--- src/rtl/cram_write_arb.sv ---
// cram_write_arb: arbitrates CPU, DMA and fill-engine writes into the CRAM
// write port. One write at most per c3 slot, priority CPU > DMA > fill.
// The CRAM port signals, dma_ack and the fill state are all registered.
module cram_write_arb #(
   parameter int ADDRWIDTH = 8,
   parameter int DATAWIDTH = 16
) (
   input  logic                 clk,
   input  logic                 rst_n,
   input  logic                 c3,
   input  logic                 cpu_we,
   input  logic [ADDRWIDTH-1:0] cpu_addr,
   input  logic [DATAWIDTH-1:0] cpu_data,
   output logic                 cpu_busy,
   input  logic                 dma_req,
   input  logic [ADDRWIDTH-1:0] dma_addr,
   input  logic [DATAWIDTH-1:0] dma_data,
   output logic                 dma_ack,
   input  logic                 clr_start,
   input  logic [DATAWIDTH-1:0] clr_data,
   output logic                 clr_busy,
   output logic [ADDRWIDTH-1:0] cram_addr,
   output logic [DATAWIDTH-1:0] cram_data,
   output logic                 cram_we
);

   typedef enum logic {
      IDLE = 1'b0,
      FILL = 1'b1
   } fill_state_t;

   localparam logic [ADDRWIDTH-1:0] LAST_ENTRY = '1;
   localparam logic [ADDRWIDTH-1:0] ADDR_ONE   = ADDRWIDTH'(1);

   fill_state_t          state_q, state_d;
   logic [ADDRWIDTH-1:0] fill_cnt_q, fill_cnt_d;

   logic                 pending;
   logic [ADDRWIDTH-1:0] hold_addr;
   logic [DATAWIDTH-1:0] hold_data;

   logic                 dma_ready;
   logic                 cpu_grant;
   logic                 dma_grant;
   logic                 fill_grant;

   assign cpu_busy = pending;
   assign clr_busy = (state_q == FILL);

   // Slot grant: strict priority, evaluated only when c3 is high.
   // A DMA request whose ack is still showing has already been served.
   // A restart arriving in a slot leaves that slot unused by the fill,
   // so the first write after a restart always goes to entry 0.
   always_comb begin
      dma_ready  = dma_req && !dma_ack;
      cpu_grant  = c3 && pending;
      dma_grant  = c3 && !pending && dma_ready;
      fill_grant = c3 && !pending && !dma_ready && (state_q == FILL) && !clr_start;
   end

   // CPU holding register: last write wins; a capture coinciding with a
   // drain keeps the register occupied with the new word.
   always_ff @(posedge clk or negedge rst_n) begin
      if (!rst_n) begin
         pending   <= 1'b0;
         hold_addr <= '0;
         hold_data <= '0;
      end else if (cpu_we) begin
         // NOTE: sequential state uses non-blocking assignments so every
         // register samples the pre-edge values, independent of block order.
         pending   <= 1'b1;
         hold_addr <= cpu_addr;
         hold_data <= cpu_data;
      end else if (cpu_grant) begin
         pending   <= 1'b0;
      end
   end

   // Fill engine next state: restart wins, otherwise step on each own slot.
   always_comb begin
      // NOTE: defaults first, so no path leaves a variable unassigned and
      // no latch is inferred.
      state_d    = state_q;
      fill_cnt_d = fill_cnt_q;
      if (clr_start) begin
         state_d    = FILL;
         fill_cnt_d = '0;
      end else if (fill_grant) begin
         fill_cnt_d = fill_cnt_q + ADDR_ONE;
         if (fill_cnt_q == LAST_ENTRY) begin
            state_d = IDLE;
         end
      end
   end

   // Fill engine state and counter registers.
   always_ff @(posedge clk or negedge rst_n) begin
      if (!rst_n) begin
         state_q    <= IDLE;
         fill_cnt_q <= '0;
      end else begin
         state_q    <= state_d;
         fill_cnt_q <= fill_cnt_d;
      end
   end

   // CRAM port and DMA ack registers: one-clk strobes, address/data hold.
   always_ff @(posedge clk or negedge rst_n) begin
      if (!rst_n) begin
         cram_we   <= 1'b0;
         cram_addr <= '0;
         cram_data <= '0;
         dma_ack   <= 1'b0;
      end else begin
         cram_we <= cpu_grant || dma_grant || fill_grant;
         dma_ack <= dma_grant;
         if (cpu_grant) begin
            cram_addr <= hold_addr;
            cram_data <= hold_data;
         end else if (dma_grant) begin
            cram_addr <= dma_addr;
            cram_data <= dma_data;
         end else if (fill_grant) begin
            cram_addr <= fill_cnt_q;
            cram_data <= clr_data;
         end
      end
   end

endmodule
--- config.mk ---
export PLATFORM = sky130hd
export DESIGN_NAME = cram_write_arb
export DESIGN_NICKNAME = d
export VERILOG_FILES = /design/src/rtl/cram_write_arb.sv
export SDC_FILE = /design/constraint.sdc
export NUM_CORES = 1
export LEC_CHECK = 0
export CAP_MARGIN = 40
export CORE_UTILIZATION = 42
export CTS_BUF_LIST = sky130_fd_sc_hd__clkbuf_4
export DETAILED_ROUTE_END_ITERATION = 12
export MAX_ROUTING_LAYER = met4
export PLACE_DENSITY = 0.88
export REMOVE_ABC_BUFFERS = 1
export SYNTH_ARGS = -nofsm -noshare
export SYNTH_HDL_FRONTEND = slang
export SYNTH_SLANG_ARGS = --single-unit
export TNS_END_PERCENT = 20
--- constraint.sdc ---
create_clock -name clk -period 1.4 [get_ports clk]
set_clock_uncertainty 0.15 [all_clocks]
set_input_delay 0.28 -clock clk [delete_from_list [all_inputs] [get_ports clk]]
set_output_delay 0.28 -clock clk [all_outputs]
set_load 0.01 [all_outputs]
==> summary.md, run 1 <==
| Metric | Value |
|---|---|
| Cell Pwr Density | `922 nW/um2` |
| Internal power | `2.92 mW` |
| # H-tree levels | `3` |
| CP Max Fanout | `4` |
| Leading cell type in the layout, fill and taps excluded | `clkdlybuf4s50_1` |
| Area Growth Syn to Fin | `55.0%` |
| WP data arrival | `1.78 ns` |
| WS Path Type | `reg -> reg` |
| CP peak stage delay | `0.39 ns` |
| Slowest CP cell | `dfrtp_1` |
| Most used cell, CP | `buf_6` |
| Die Area | `7060 um2` |
| Post-Route Utilization | `0.682` |
| Initial core utilization | `0.440` |
| Global-route wire length before repair | `13600 um` |
| Layout Cells excl Fill | `463` |
| IO buf count | `97` |
| Worst R2R Path Depth | `7` |
| Flops & latches, synth | `60` |
| Clock slew at reported path FFs | `0.10 ns` |
| Ant diodes | `0` |
| Worst VDD drop | `485 uV` |
| Die height | `84.0 um` |
| Leakage Power | `1.95 nW` |
| Average cell area after synthesis | `11.6 um2` |
| GP Congestion | `0.804` |
| Power, Total | `4.04 mW` |
| Avg Vias per Cell | `5.40` |
| Leading post-synthesis cells by cell area | `dfrtp_1 53%, mux2_2 9.6%, a221o_1 8.5%, nand3b_1 6.4%, a21oi_1 4.2%` |
| Compound-Gate Fraction of Synth Area | `0.139` |
| Worst skew pair latency | `0.40 ns` |
| RSZ-0062 raised after global routing | `yes` |
| DR vias | `2502` |
| Syn Inst Count | `244` |
| Outcome | `finished, violations left` |
| Final Max Tran Viols | `0` |
| Cell variety after synth | `30` |
| CP Launch Type | `register` |
| Mapped cell area | `2830 um2` |
| Seq/Total Area, Yosys | `0.531` |
| Boundary Pins | `98` |
| Fin. Hold Viols | `0` |
| Largest net degree at the start of global routing | `28` |
| Setup TNS | `-5.79 ns` |
| Top Family by Delay on Critical Path | `simple AND/OR/NAND/NOR gates` |
| Number of global-route vias before repair | `2699` |
| Root buffer selected by CTS | `clkbuf_4` |
| CP Cell Sequence | `buf_6 -> buf_6 -> nand4_1 -> buf_6 -> nor4_4 -> xnor2_1 -> nor2_1` |
| Rel. slew slack | `0.706` |
| Initial DRT Pass Iterations | `9` |
| Floorplan core area | `6420 um2` |
| Comb power frac | `0.241` |
| Met2 routed WL | `4110 um` |
| Setup WS pre-CTS | `-0.710 ns` |
| Clock sink total | `60` |
| Dpl cell area | `4060 um2` |
| All-Layer GR Usage | `0.259` |
| Data required, critical path | `1.54 ns` |
| Remaining DRCs | `14` |
| Fin worst setup slack | `-0.240 ns` |
| CTS tree | `done` |
| Placed Cells | `428` |
| Main combinational cell family by area after synthesis | `simple AND/OR/NAND/NOR gates` |
| Total stage count of the critical path | `7` |
| Net Sw Frac | `0.278` |
| Worst hold path class | `in -> async` |
| Tmin final | `1.64 ns` |
| Hold slack | `0.193 ns` |
| Chip width | `84.0 um` |
| Post-Route M1 WL | `3460 um` |
| Setup crit end kind | `register` |
| Share of layout cells above drive strength 1 | `0.345` |
| Clock share of power | `0.259` |
| Area fraction of the dominant cell type after synthesis | `0.531` |
| Worst Path Buf+Inv | `3` |
| Cell taking the most area after synthesis | `dfrtp_1` |
| Met3 Wirelength | `448 um` |
| Antenna violations before repair | `0` |
| Finished Cell Area | `4380 um2` |
| Syn. warnings | `0` |
| Failing checks | `DRC, setup timing` |
| Fraction of the mapped netlist area in adder cells | `0.00443` |
| CTS Buf Count | `9` |
| Net Switching | `1.12 mW` |
| Fmax | `610 MHz` |
| WL final | `8220 um` |
| Grt total ovfl | `0` |
| Number of max-cap violations | `0` |
| WL/cell | `17.7 um` |
| Slew @ Worst Pin | `0.441 ns` |
| Detail Placement HPWL | `5260 um` |
| Fin crit share | `1.17` |
| Setup-failing EPs final | `38` |
| XOR/XNOR Fraction of Synth Area | `0.0186` |
| Worst-case clock buffer depth | `2` |
| Top sig layer | `met4` |
| Final nets | `452` |
| Antenna viol nets, final | `0` |
| DR iter-0 viols | `111` |
| Post-synthesis simple-gate area fraction | `0.162` |
| Mux cell area share after synthesis | `0.103` |
| Number of cell rows | `29` |
| Sequential power share | `0.499` |
| Most frequent cells in the layout | `68 x clkdlybuf4s50_1, 59 x dfrtp_1, 26 x nand2_1` |
-- routing by layer --
metal | vias to the layer above | track usage
li1 | 1173 | -
met4 | 0 | 0.122
met1 | 1212 | 0.329
met3 | 19 | 0.0455
met5 | - | -
met2 | 98 | 0.405
-- kinds of logic after synthesis --
kind of cell    after synthesis
simple gates                 77
mux                          26
fa+ha+maj                     1
flops                        60
compound gates               52
buf+inv                      22
xor+xnor                      6
-- worst paths after layout --
| path | end | from | slack, ns |
|---|---|---|---|
| setup / recovery | fill_cnt_q[7]$_DFFE_PN0P_ | clr_busy$_DFFE_PN0P_ | -0.24 |
| hold / removal | cram_data[2]$_DFFE_PN0P_ | rst_n | 0.19 |
| setup reg to reg | fill_cnt_q[7]$_DFFE_PN0P_ | clr_busy$_DFFE_PN0P_ | -0.24 |
| hold reg to reg | hold_data[9]$_DFFE_PN0P_ | hold_data[9]$_DFFE_PN0P_ | 0.36 |
| max in group asynchronous | fill_cnt_q[6]$_DFFE_PN0P_ | rst_n | 0.40 |
| min in group clk | hold_data[3]$_DFFE_PN0P_ | cpu_data[3] | 0.34 |
-- registers in the layout, summed over array words and instances (netlist names) --
| signal | flops |
|---|---|
| cram_we | 1 |
| hold_data | 16 |
| cpu_busy | 1 |
| cram_data | 16 |
| fill_cnt_q | 8 |
| clr_busy | 1 |
| hold_addr | 8 |
| cram_addr | 8 |
| dma_ack | 1 |
-- worst register-to-register path: stages, from the launching register on --
cell and delay, ns:
dfrtp_1 0.39, buf_6 0.11, buf_6 0.09, nand4_1 0.15, buf_6 0.18, nor4_4 0.27
xnor2_1 0.15, nor2_1 0.05
-- synthesized netlist by cell type --
library cell	instances
a21o_1	1
a21oi_1	24
a221o_1	24
a31oi_1	1
and3_1	1
buf_2	6
buf_4	2
buf_6	3
clkbuf_1	8
dfrtp_1	60
ha_1	1
inv_1	3
mux2_1	1
mux2_2	24
mux2i_1	1
nand2_1	26
nand2b_1	2
nand3_1	1
nand3_2	1
nand3b_1	24
nand4_1	4
nor2_1	10
nor2_4	1
nor2b_1	2
nor2b_4	1
nor3_2	2
nor4_2	2
o21ai_2	2
xnor2_1	3
xor2_1	3
-- cell type report --
class                   instances  area, um2
multi-input cells             163       1300
fillers                       469       2040
clock buffers                  13       97.6
well taps                      77       96.3
inverters                       3       11.3
repair buffers                144       1360
flip-flops and latches         60       1500
clock inverters                 3       13.8
-- power groups by stage --
stage | Sequential (mW) | Combinational [mW] | Clock, mW
after floorplan | 2.10 | 0.303 | 0
after global placement | 2.05 | 0.956 | 0
after detailed placement | 2.05 | 0.986 | 0
after CTS | 2.02 | 0.943 | 1.06
after global routing | 2.04 | 1.05 | 1.16
final | 2.02 | 0.975 | 1.05
-- repair_timing --
item	4_1_cts	5_1_grt
setup endpoints to repair	60	60
gates cloned	1	0
pin swaps	11	11
setup buffers	9	8
hold buffers	1	0
hold endpoints to repair	28	0
resized for setup	132	15
No activity file was read; power rests on OpenSTA's default activity.
==> run 2: changes to the inputs <==
--- a/config.mk
+++ b/config.mk
@@ -6,11 +6,10 @@
 export NUM_CORES = 1
 export LEC_CHECK = 0
 export CAP_MARGIN = 40
-export CORE_UTILIZATION = 42
+export CORE_UTILIZATION = 32
 export CTS_BUF_LIST = sky130_fd_sc_hd__clkbuf_4
 export DETAILED_ROUTE_END_ITERATION = 12
 export MAX_ROUTING_LAYER = met4
-export PLACE_DENSITY = 0.88
 export REMOVE_ABC_BUFFERS = 1
 export SYNTH_ARGS = -nofsm -noshare
 export SYNTH_HDL_FRONTEND = slang
==> summary.md, run 2 (synthesis results as in run 1) <==
| Metric | Value |
|---|---|
| Cell Pwr Density | `958 nW/um2 (+3.9%)` |
| Worst-case clock buffer depth | `2 (unchanged)` |
| Final nets | `450 (-0.44%)` |
| Layout Cells excl Fill | `489 (+5.6%)` |
| RSZ-0062 raised after global routing | `yes` |
| CTS Buf Count | `9 (unchanged)` |
| DR vias | `2401 (-4.0%)` |
| Number of cell rows | `33 (+14%)` |
| Clock share of power | `0.289 (+0.030)` |
| Largest regs | `cram_data: 16 flops, hold_data: 16 flops` |
| Die height | `96.0 um (+14%)` |
| Antenna violations before repair | `0 (unchanged)` |
| Finished Cell Area | `4430 um2 (+1.0%)` |
| Placed Cells | `457 (+6.8%)` |
| Failing checks | `setup timing` |
| WL/cell | `15.9 um (-11%)` |
| All-Layer GR Usage | `0.190 (-0.0691)` |
| Share of layout cells above drive strength 1 | `0.362 (+0.0174)` |
| Fin worst setup slack | `-0.174 ns (+0.0659 ns)` |
| Initial core utilization | `0.337 (-0.103)` |
| Ant diodes | `0 (unchanged)` |
| GP Congestion | `0.802 (-0.31%)` |
| Tmin final | `1.57 ns (-0.0659 ns)` |
| IO buf count | `97 (unchanged)` |
| Net Switching | `1.15 mW (+2.5%)` |
| Avg Vias per Cell | `4.91 (-9.1%)` |
| Fin. Hold Viols | `0 (unchanged)` |
| # H-tree levels | `3 (unchanged)` |
| Floorplan core area | `8380 um2 (+31%)` |
| Data required, critical path | `1.55 ns (about the same)` |
| Internal power | `3.09 mW (+5.9%)` |
| DR iter-0 viols | `98 (-12%)` |
| CTS tree | `done` |
| Clock sink total | `60 (unchanged)` |
| CP Max Fanout | `4 (unchanged)` |
| Hold slack | `0.248 ns (+0.0553 ns)` |
| Antenna viol nets, final | `0 (unchanged)` |
| Area of the multi-input gates | `1300 um2 (+0.48%)` |
| Slew @ Worst Pin | `0.322 ns (-0.120 ns)` |
| Global-route wire length before repair | `12700 um (-6.7%)` |
| Root buffer selected by CTS | `clkbuf_4` |
| Net Sw Frac | `0.272 (-0.00643)` |
| WP data arrival | `1.72 ns (-0.06 ns)` |
| Worst skew pair latency | `0.40 ns (about the same)` |
| Fillers | `781 (+67%)` |
| Number of max-cap violations | `0 (unchanged)` |
| Worst R2R Path Depth | `5 (-2)` |
| R2r startpoint | `cpu_busy$_DFFE_PN0P_` |
| Leading cell type in the layout, fill and taps excluded | `clkdlybuf4s50_1` |
| FF-to-FF setup slack | `-0.17 ns (+0.07 ns)` |
| WS Path Type | `reg -> reg` |
| Worst VDD drop | `460 uV (-5.2%)` |
| Setup TNS | `-2.71 ns (+3.08 ns)` |
| Fmax | `635 MHz (+4.2%)` |
| WL final | `7750 um (-5.6%)` |
| Die Area | `9210 um2 (+30%)` |
| Comb power frac | `0.235 (-0.006)` |
| Setup crit end kind | `register` |
| Boundary Pins | `98 (unchanged)` |
| Worst R2R End | `fill_cnt_q[6]$_DFFE_PN0P_` |
| Remaining DRCs | `0 (-14)` |
| CP Launch Type | `register` |
| Worst hold path class | `in -> async` |
| Sequential power share | `0.476 (-0.023)` |
| Number of global-route vias before repair | `2577 (-4.5%)` |
| Final Max Tran Viols | `0 (unchanged)` |
| Dpl cell area | `4130 um2 (+1.7%)` |
| Initial DRT Pass Iterations | `4 (-5)` |
| Chip width | `96.0 um (+14%)` |
| Grt total ovfl | `0 (unchanged)` |
| Outcome | `finished, violations left` |
| Clock slew at reported path FFs | `0.11 ns (about the same)` |
| Fin crit share | `1.12 (-0.0471)` |
| Rel. slew slack | `0.786 (+0.0798)` |
| Detail Placement HPWL | `5250 um (-0.17%)` |
| Area Growth Syn to Fin | `56.6%` |
| Leakage Power | `1.94 nW (-0.60%)` |
| Largest net degree at the start of global routing | `61 (+120%)` |
| Register Area | `1510 um2 (+0.17%)` |
| Setup-failing EPs final | `35 (-7.9%)` |
| Most frequent cells in the layout | `68 x clkdlybuf4s50_1, 57 x dfrtp_1, 30 x buf_4` |
| Critical Path Start | `cpu_busy$_DFFE_PN0P_` |
## run 2: timing repair
action / CTS / global route
endpoints found under the setup margin: 57 / 62
setup buffers: 11 / 3
gates cloned: 1 / 0
pin swaps: 31 / 3
hold endpoints to repair: 60 / 0
hold buffers: 1 / 0
gates resized for setup: 132 / 17
## run 2: worst max path at each step
stage,endpoint,slack (ns)
final,fill_cnt_q[6]$_DFFE_PN0P_,-0.17
after global routing,fill_cnt_q[6]$_DFFE_PN0P_,-0.22
after CTS,cpu_busy,-0.16
after detailed placement,cram_addr[2]$_DFFE_PN0P_,-0.68
after global placement,cram_data[12]$_DFFE_PN0P_,-0.63
after floorplan,cram_addr[0]$_DFFE_PN0P_,-0.71
## run 2: stage by stage
step           utilization  power (mW)  setup slack (ns)
2_1_floorplan            -        2.40            -0.714
3_3_place_gp         0.493        3.04            -0.634
3_5_place_dp         0.493        3.07            -0.681
4_1_cts              0.515        4.25            -0.159
5_1_grt              0.528        4.48            -0.216
6_report             0.528        4.24            -0.174
## run 2: power groups by stage
stage               combinational [mW]  sequential, mW  clock [mW]
floorplan                        0.303            2.10           0
global placement                 0.996            2.05           0
detailed placement                1.02            2.05           0
CTS                              0.965            2.01        1.27
global route                      1.08            2.04        1.36
finish                           0.997            2.02        1.22
## run 2: routing by layer
metal / GRT usage / vias up / part of all wire
met2: 0.296 / 84 / 0.48
met4: 0.0572 / 0 / 0.017
met1: 0.240 / 1143 / 0.45
li1: - / 1159 / -
met5: - / - / 0
met3: 0.0553 / 15 / 0.061
## run 2: cell type report
class / instances / share of cell area
Clock inverter: 5 / 0.0119
Timing Repair Buffer: 142 / 0.303
Tap cell: 105 / 0.0297
Sequential cell: 60 / 0.340
Inverter: 3 / 0.00254
Multi-Input combinational cell: 163 / 0.295
Clock buffer: 11 / 0.0187
## run 2: worst max-delay path: stages (launching register included)
cell and delay, ns:
dfrtp_2 0.43, buf_6 0.13, nor2b_4 0.13, nand3_4 0.13, nor3_4 0.18, mux2_4 0.31
==> run 3: changes to the inputs <==
--- a/config.mk
+++ b/config.mk
@@ -6,10 +6,12 @@
 export NUM_CORES = 1
 export LEC_CHECK = 0
 export CAP_MARGIN = 40
-export CORE_UTILIZATION = 32
+export CORE_MARGIN = 4
+export CORE_UTILIZATION = 35
 export CTS_BUF_LIST = sky130_fd_sc_hd__clkbuf_4
 export DETAILED_ROUTE_END_ITERATION = 12
 export MAX_ROUTING_LAYER = met4
+export PLACE_DENSITY = 0.67
 export REMOVE_ABC_BUFFERS = 1
 export SYNTH_ARGS = -nofsm -noshare
 export SYNTH_HDL_FRONTEND = slang
==> summary.md, run 3 (synthesis results as in run 1) <==
| Metric | Value |
|---|---|
| Outcome | `finished, violations left` |
| Failing checks | `setup timing` |
| Global-route wire length before repair | `13500 um (+6.2%)` |
| Hold slack | `0.281 ns (+0.0331 ns)` |
| Data required, critical path | `1.52 ns (-0.03 ns)` |
| WS Path Type | `reg -> reg` |
| Die Area | `9580 um2 (+4.0%)` |
| Fin crit share | `1.14 (+0.0118)` |
| Die height | `97.9 um (+2.0%)` |
| Slew @ Worst Pin | `0.328 ns (+0.00641 ns)` |
| Setup crit end kind | `register` |
| Ant diodes | `0 (unchanged)` |
| Clock slew at reported path FFs | `0.10 ns (about the same)` |
| Boundary Pins | `98 (unchanged)` |
| CTS Buf Count | `9 (unchanged)` |
| RSZ-0062 raised after global routing | `yes` |
| WP data arrival | `1.71 ns (about the same)` |
| Initial core utilization | `0.362 (+0.0248)` |
| DR vias | `2478 (+3.2%)` |
| FF-to-FF setup slack | `-0.19 ns (-0.02 ns)` |
| Root buffer selected by CTS | `clkbuf_4` |
| Worst-case clock buffer depth | `2 (unchanged)` |
| All-Layer GR Usage | `0.182 (-0.00812)` |
| Dpl cell area | `4110 um2 (-0.58%)` |
| Worst R2R Path Depth | `5 (unchanged)` |
| Setup-failing EPs final | `34 (-2.9%)` |
| Worst R2R End | `cram_data[5]$_DFFE_PN0P_` |
| IO buf count | `97 (unchanged)` |
| Final Max Tran Viols | `0 (unchanged)` |
| CP Max Fanout | `25 (+21)` |
| GP Congestion | `0.847 (+5.7%)` |
| Fillers | `688 (-12%)` |
| Most frequent cells in the layout | `68 x clkdlybuf4s50_1, 58 x dfrtp_1, 26 x nand2_1` |
| Initial DRT Pass Iterations | `4 (unchanged)` |
| Register Area | `1500 um2 (about the same)` |
| Detail Placement HPWL | `5320 um (+1.3%)` |
| Antenna violations before repair | `0 (unchanged)` |
| R2r startpoint | `cpu_busy$_DFFE_PN0P_` |
| # H-tree levels | `3 (unchanged)` |
| WL/cell | `17.3 um (+9.2%)` |
| Fmax | `629 MHz (-1.0%)` |
| CP Launch Type | `register` |
| Share of layout cells above drive strength 1 | `0.328 (-0.0340)` |
| Floorplan core area | `7810 um2 (-6.9%)` |
| Post-Route Utilization | `0.551 (+0.0228)` |
| Grt total ovfl | `0 (unchanged)` |
| Antenna viol nets, final | `0 (unchanged)` |
| Area of the multi-input gates | `1290 um2 (-0.96%)` |
| Area Growth Syn to Fin | `52.1%` |
| Largest net degree at the start of global routing | `61 (unchanged)` |
| Largest regs | `cram_data: 16 flops, hold_data: 16 flops` |
| Chip width | `97.9 um (+2.0%)` |
| Rel. slew slack | `0.781 (-0.00427)` |
| Remaining DRCs | `0 (unchanged)` |
| Worst hold path class | `in -> async` |
| Number of global-route vias before repair | `2628 (+2.0%)` |
| Number of max-cap violations | `0 (unchanged)` |
| Cell Pwr Density | `921 nW/um2 (-3.8%)` |
| WL final | `8260 um (+6.5%)` |
| Power, Total | `3.96 mW (-6.6%)` |
| Leading cell type in the layout, fill and taps excluded | `clkdlybuf4s50_1` |
| Fin worst setup slack | `-0.191 ns (-0.0165 ns)` |
| Number of cell rows | `32 (-3.0%)` |
| Final nets | `442 (-1.8%)` |
| Leakage Power | `1.88 nW (-3.0%)` |
| Worst VDD drop | `522 uV (+13%)` |
| Clock sink total | `60 (unchanged)` |
| CTS tree | `done` |
| Avg Vias per Cell | `5.19 (+5.8%)` |
| Finished Cell Area | `4300 um2 (-2.8%)` |
| Tmin final | `1.59 ns (+0.0165 ns)` |
| DR iter-0 viols | `62 (-37%)` |
| Worst skew pair latency | `0.40 ns (about the same)` |
| Fin. Hold Viols | `0 (unchanged)` |
## run 3: how the worst max path moves through the flow
| stage | from | endpoint | slack [ns] | depth (start not counted) |
|---|---|---|---|---|
| floorplan | cpu_busy$_DFFE_PN0P_ | cram_addr[0]$_DFFE_PN0P_ | -0.71 | 2 |
| global placement | c3 | cram_data[1]$_DFFE_PN0P_ | -0.67 | 5 |
| detailed placement | c3 | cram_data[5]$_DFFE_PN0P_ | -0.73 | 5 |
| CTS | cpu_busy$_DFFE_PN0P_ | cram_data[5]$_DFFE_PN0P_ | -0.20 | 5 |
| global route | clr_busy$_DFFE_PN0P_ | fill_cnt_q[3]$_DFFE_PN0P_ | -0.25 | 6 |
| finish | cpu_busy$_DFFE_PN0P_ | cram_data[5]$_DFFE_PN0P_ | -0.19 | 5 |
## run 3: layout make-up
| type | instances | share of cell area |
|---|---|---|
| Sequential cell | 60 | 0.350 |
| Multi-Input combinational cell | 163 | 0.300 |
| Timing Repair Buffer | 134 | 0.294 |
| Tap cell | 102 | 0.0297 |
| Clock buffer | 11 | 0.0192 |
| Clock inverter | 4 | 0.00407 |
| Inverter | 3 | 0.00262 |
## run 3: where the power goes
part	switching, mW	total [mW]	internal [mW]
sequential	0.113	2.03	1.91
clock	0.596	0.975	0.379
combinational	0.390	0.960	0.570
total	1.10	3.96	2.86
## run 3: repair_timing
action,CTS,global route
hold buffers,1,0
endpoints found under the setup margin,61,61
pin swaps,11,19
resized for setup,128,17
endpoints found under the hold margin,60,0
gates cloned,1,1
buffers inserted,3,3
## run 3: metal layers
layer / share of wire / global-route usage
met1: 0.43 / 0.229
met2: 0.49 / 0.276
met3: 0.064 / 0.0679
met4: 0.013 / 0.0522
met5: 0 / -
## run 3: worst max-delay path, stage by stage, from the launching register on
cell and delay [ns]:
dfrtp_2 0.48, buf_6 0.15, buf_6 0.09, o21ai_2 0.06, buf_12 0.16, a221o_1 0.36
## run 3: stage by stage
stage	setup TNS (ns)	cells	setup slack, ns
2_1_floorplan	-21.93	225	-0.714
3_3_place_gp	-24.86	453	-0.666
3_5_place_dp	-25.97	453	-0.726
4_1_cts	-5.64	473	-0.203
5_1_grt	-6.99	477	-0.248
6_report	-4.51	477	-0.191
